===== src/rtl/avalon_sysctrl_capture_writer.sv =====
// Circular-buffer debug capture writer for the avalon_sysctrl 256x32 RAM (s1 port).
// Optional CAPTURE_TSTAMP_EN puts an 8-bit timestamp in writedata[31:24].
module avalon_sysctrl_capture_writer #(
  parameter int ADDR_W    = 8,
  parameter int DATA_W    = 32,
  parameter int POST_TRIG = 128
) (
  input  logic              clk,
  input  logic              reset_n,
  input  logic [31:0]       in_data,
  input  logic              in_valid,
  output logic              in_ready,
  input  logic              arm,
  input  logic              abort,
  input  logic              trig,
  output logic [ADDR_W-1:0] m_address,
  output logic [3:0]        m_byteenable,
  output logic              m_chipselect,
  output logic              m_write,
  output logic [DATA_W-1:0] m_writedata,
  output logic              m_clken,
  output logic [1:0]        st_state,
  output logic              st_wrap,
  output logic [ADDR_W-1:0] st_trig_addr,
  output logic [ADDR_W-1:0] st_last_addr
);

  typedef enum logic [1:0] {
    S_IDLE = 2'd0,
    S_PRE  = 2'd1,
    S_POST = 2'd2,
    S_DONE = 2'd3
  } state_t;

  localparam logic [ADDR_W-1:0] POST_N = ADDR_W'(POST_TRIG);

  state_t            state;
  logic [ADDR_W-1:0] wr_ptr;
  logic [ADDR_W-1:0] cnt;
  logic              trig_pend;
  logic              acc;
  logic              trig_beat;
  logic [DATA_W-1:0] wdata;

  assign acc      = in_valid & in_ready;
  assign st_state = state;
  // trig with no beat leaves a pending trigger for the next accepted beat
  assign trig_beat = ((state == S_PRE) & trig) | trig_pend;

`ifdef CAPTURE_TSTAMP_EN
  logic [7:0] tstamp;

  always_ff @(posedge clk) begin
    if (!reset_n) begin
      tstamp <= '0;
    end else if (arm) begin
      tstamp <= '0;
    end else begin
      tstamp <= tstamp + 8'd1;
    end
  end

  assign wdata = {tstamp, in_data[23:0]};
`else
  assign wdata = in_data;
`endif

  always_ff @(posedge clk) begin
    if (!reset_n) begin
      state        <= S_IDLE;
      wr_ptr       <= '0;
      cnt          <= '0;
      trig_pend    <= 1'b0;
      in_ready     <= 1'b0;
      m_clken      <= 1'b0;
      m_address    <= '0;
      m_byteenable <= '0;
      m_chipselect <= 1'b0;
      m_write      <= 1'b0;
      m_writedata  <= '0;
      st_wrap      <= 1'b0;
      st_trig_addr <= '0;
      st_last_addr <= '0;
    end else begin
      in_ready     <= 1'b1;
      m_clken      <= 1'b1;
      m_write      <= 1'b0;
      m_chipselect <= 1'b0;
      m_byteenable <= '0;
      if (abort) begin
        state <= S_IDLE;
      end else if (arm) begin
        state     <= S_PRE;
        wr_ptr    <= '0;
        st_wrap   <= 1'b0;
        trig_pend <= 1'b0;
      end else if (state == S_PRE || state == S_POST) begin
        if (state == S_PRE && trig && !acc) begin
          trig_pend <= 1'b1;
          state     <= S_POST;
        end
        if (acc) begin
          m_write      <= 1'b1;
          m_chipselect <= 1'b1;
          m_byteenable <= 4'hF;
          m_address    <= wr_ptr;
          m_writedata  <= wdata;
          st_last_addr <= wr_ptr;
          wr_ptr       <= wr_ptr + 1'b1;
          if (&wr_ptr) st_wrap <= 1'b1;
          if (trig_beat) begin
            trig_pend    <= 1'b0;
            st_trig_addr <= wr_ptr;
            cnt          <= POST_N;
            state        <= (POST_TRIG == 0) ? S_DONE : S_POST;
          end else if (state == S_POST) begin
            cnt <= cnt - 1'b1;
            if (cnt == ADDR_W'(1)) state <= S_DONE;
          end
        end
      end
    end
  end

endmodule


===== config.mk =====
export PLATFORM = sky130hd
export DESIGN_NAME = avalon_sysctrl_capture_writer
export DESIGN_NICKNAME = d
export VERILOG_FILES = /design/src/rtl/avalon_sysctrl_capture_writer.sv
export SDC_FILE = /design/constraint.sdc
export NUM_CORES = 1
export LEC_CHECK = 0
export ABC_CLOCK_PERIOD_IN_PS = 2200
export CAP_MARGIN = 20
export CORE_MARGIN = 3
export CORE_UTILIZATION = 44
export DETAILED_ROUTE_END_ITERATION = 7
export GPL_TIMING_DRIVEN = 0
export HOLD_SLACK_MARGIN = 0.05
export PLACE_DENSITY = 0.79
export SYNTH_ARGS = -nofsm -noshare
export SYNTH_HDL_FRONTEND = slang
export SYNTH_SLANG_ARGS = --single-unit

===== constraint.sdc =====
create_clock -name clk -period 2.2 [get_ports clk]
set_clock_uncertainty 0.05 [all_clocks]
set_input_delay 0.55 -clock clk [delete_from_list [all_inputs] [get_ports clk]]
set_output_delay 0.55 -clock clk [all_outputs]
set_load 0.02 [all_outputs]

==> flow_metrics.tcl <==
set metrics [dict create \
    hold_class "reg2reg" \
    syn_to_final_growth_pct 48.79 \
    grt_max_degree 13 \
    crit_type "reg2out" \
    hold_violations 0 \
    final-setup-viol-count 0 \
    period_minus_slack_ns 2.100 \
    cp-start-kind "register" \
    synth_most_common_cell "nand2_1" \
    ys_seq_area_frac 0.4857 \
    initial_core_util 0.4706 \
    yosysWarnings 0 \
    max_stage_delay_ns 0.59 \
    routed_wl_um 6983 \
    wl_per_cell_um 13.08 \
    worstMarginPinSlew_ns 0.4962 \
    dieArea_sq_um 7565 \
    hold_slack_ns 0.4046 \
    syn_nets 382 \
    drtAntennaViolNets 0 \
    internal_power_uw 2226 \
    cts_max_path_buffers 2 \
    p_per_area_nw_per_um2 647.6 \
    nets 497 \
    dp_hpwl_um 5110 \
    synth_ff_type "dfxtp_1" \
    syn-instance-count 339 \
    cts_buffers 9 \
    switching_share 0.1992 \
    nFillCells 466 \
    sequentialPowerShare 0.459 \
    row_count 28 \
    status "completed" \
    n_antenna_cell 0 \
    critPathMaxFanout 5 \
    path_clk_slew_ns 0.07 \
    synthArstFlopShare 0 \
    layout-drive-gt1-share 0.1089 \
    path_cells "buf_4 > clkdlybuf4s50_1" \
    clock_latency_ns 0.34 \
    grt_pass1_wl_um 11200 \
    ys_types 47 \
    overflow 0 \
    ios 105 \
    synthTopCellsByCount "88 x nand2_1, 70 x dfxtp_1, 51 x a21oi_1, 17 x nor2_1, 15 x buf_4" \
    syn_area_per_cell_sq_um 8.511 \
    drt-initial-drc-count 203 \
    leakage_uw 0.001642 \
    switching_power_uw 553.8 \
    drcViolationCount 0 \
    num_vias 2666 \
    netlist_area_sq_um 2885 \
    grt_pass1_vias 2362 \
    via_per_inst 4.993 \
    relSlewSlack 0.6692 \
    h-tree-depth 3 \
    p_comb_frac 0.056 \
    required_ns 1.60 \
    fin_ws_ns 0.09987 \
    fin_crit_sh 0.9546 \
    postCtsHoldBufs 0 \
    p_clk_frac 0.485 \
    die_y_um 86.98 \
    cpMaxStageDelayCell "clkdlybuf4s50_1" \
    yosysTopAreaCell "dfxtp_1" \
    synth_edf_count 0 \
    ir_drop_v 0.0004255 \
    fin_setup_tns_ns 0 \
    yosys_register_bits 70 \
    clock-sinks 70 \
    netlist_top_cells_area "dfxtp_1 49%, nand2_1 11%, a21oi_1 8.8%, buf_4 3.9%, mux2i_1 2.8%" \
    rsz0062_at_grt "false" \
    design.core.area_sq_um 6131 \
    slew_violations 0 \
    synth_top_area_frac 0.4857 \
    cp.arrival_ns 1.50 \
    root_buffer "clkbuf_8" \
    antenna_found_initial 0 \
    cts_tree "yes" \
    end_kind "output pin" \
    grtUsageTotal 0.1907 \
    firstDrtPassIters 4 \
    drv_cap 0 \
    dp_slack_ns -0.2060 \
    max_clock_freq_mhz 476.2 \
    fp.dieW_um 86.98 \
    place.port_buffers 103 \
    gp_congestion 0.8623 \
]
[what timing repair did]
item                                    in CTS  in global routing
resized for setup                            0                  9
endpoints found under the setup margin       0                 39
buffers inserted                             0                  1
[through the flow]
stage / util / total power, uW / instances / instance area (sq um)
after floorplan: - / 1365 / 339 / 2885
after global placement: 0.6541 / 1459 / 517 / 4010
after detailed placement: 0.6541 / 1460 / 517 / 4010
after CTS: 0.6967 / 2799 / 533 / 4272
after global routing: 0.7002 / 2885 / 534 / 4293
final: 0.7002 / 2780 / 534 / 4293
[final timing paths]
check                   from              end  slack, ns  depth (start not counted)
min          m_writedata[24]  m_writedata[24]       0.40                          2
max reg2reg      st_state[0]  m_writedata[20]       0.24                          8
min reg2reg  m_writedata[24]  m_writedata[24]       0.40                          2
max                  m_clken          m_clken        0.1                          2
[cell usage in the layout (no fill, tap or decap), drive strengths merged, types with 7 or more instances in the layout]
cell type	synthesis	layout
clkdlybuf4s50	0	103
nand2	88	88
dfxtp	70	70
a21oi	51	51
buf	21	22
clkbuf	10	20
nor2	19	19
mux2i	8	8
inv	7	7
o21ai	7	7
[flip-flops by register name, indices dropped and copies added, names as in the netlist]
register      count
st_state          2
cnt               8
st_trig_addr      8
wr_ptr            8
m_writedata      32
m_byteenable      1
st_wrap           1
m_clken           1
trig_pend         1
st_last_addr      8
[kinds of logic after synthesis]
| kind of cell | count (synthesis) | synth area share |
|---|---|---|
| adders and majority gates | 5 | 0.02168 |
| and+or+nand+nor | 136 | 0.2186 |
| xor gates and xnor gates | 5 | 0.01518 |
| muxes | 9 | 0.03166 |
| AOI/OAI and AO/OA | 75 | 0.1518 |
| buffers and inverters | 39 | 0.07545 |
| DFF | 70 | 0.4857 |
[power by group through the flow]
stage | sequential, uW | clock [uW] | combinational, uW
6_report | 1280 | 1350 | 157
5_1_grt | 1280 | 1440 | 170
4_1_cts | 1280 | 1370 | 156
3_5_place_dp | 1310 | 0 | 155
3_3_place_gp | 1310 | 0 | 154
2_1_floorplan | 1310 | 0 | 53.9
[worst max-delay path: cells and delay by family, from the launching register on]
family | cells | cell delay [ns]
buffers and inverters | 2 | 0.73
flip-flops | 1 | 0.43
[layout make-up]
| type | count | area, sq um | share of cell area |
|---|---|---|---|
| repair buffers | 104 | 1039 | 0.2419 |
| flip-flops and latches | 70 | 1401 | 0.3264 |
| inverters | 8 | 30.03 | 0.006995 |
| plain buffers | 31 | 192.7 | 0.04488 |
| clock buffers | 10 | 127.6 | 0.02973 |
| multi-input cells | 230 | 1275 | 0.2970 |
| clock inverters | 6 | 133.9 | 0.03119 |
| well taps | 75 | 93.84 | 0.02186 |
[per-layer routing]
| layer | GRT usage | share of wire |
|---|---|---|
| met1 | 0.2454 | 0.44 |
| met2 | 0.2947 | 0.47 |
| met3 | 0.05298 | 0.066 |
| met4 | 0.09065 | 0.022 |
| met5 | 0 | 0 |
No activity file was read; power rests on OpenSTA's default activity.
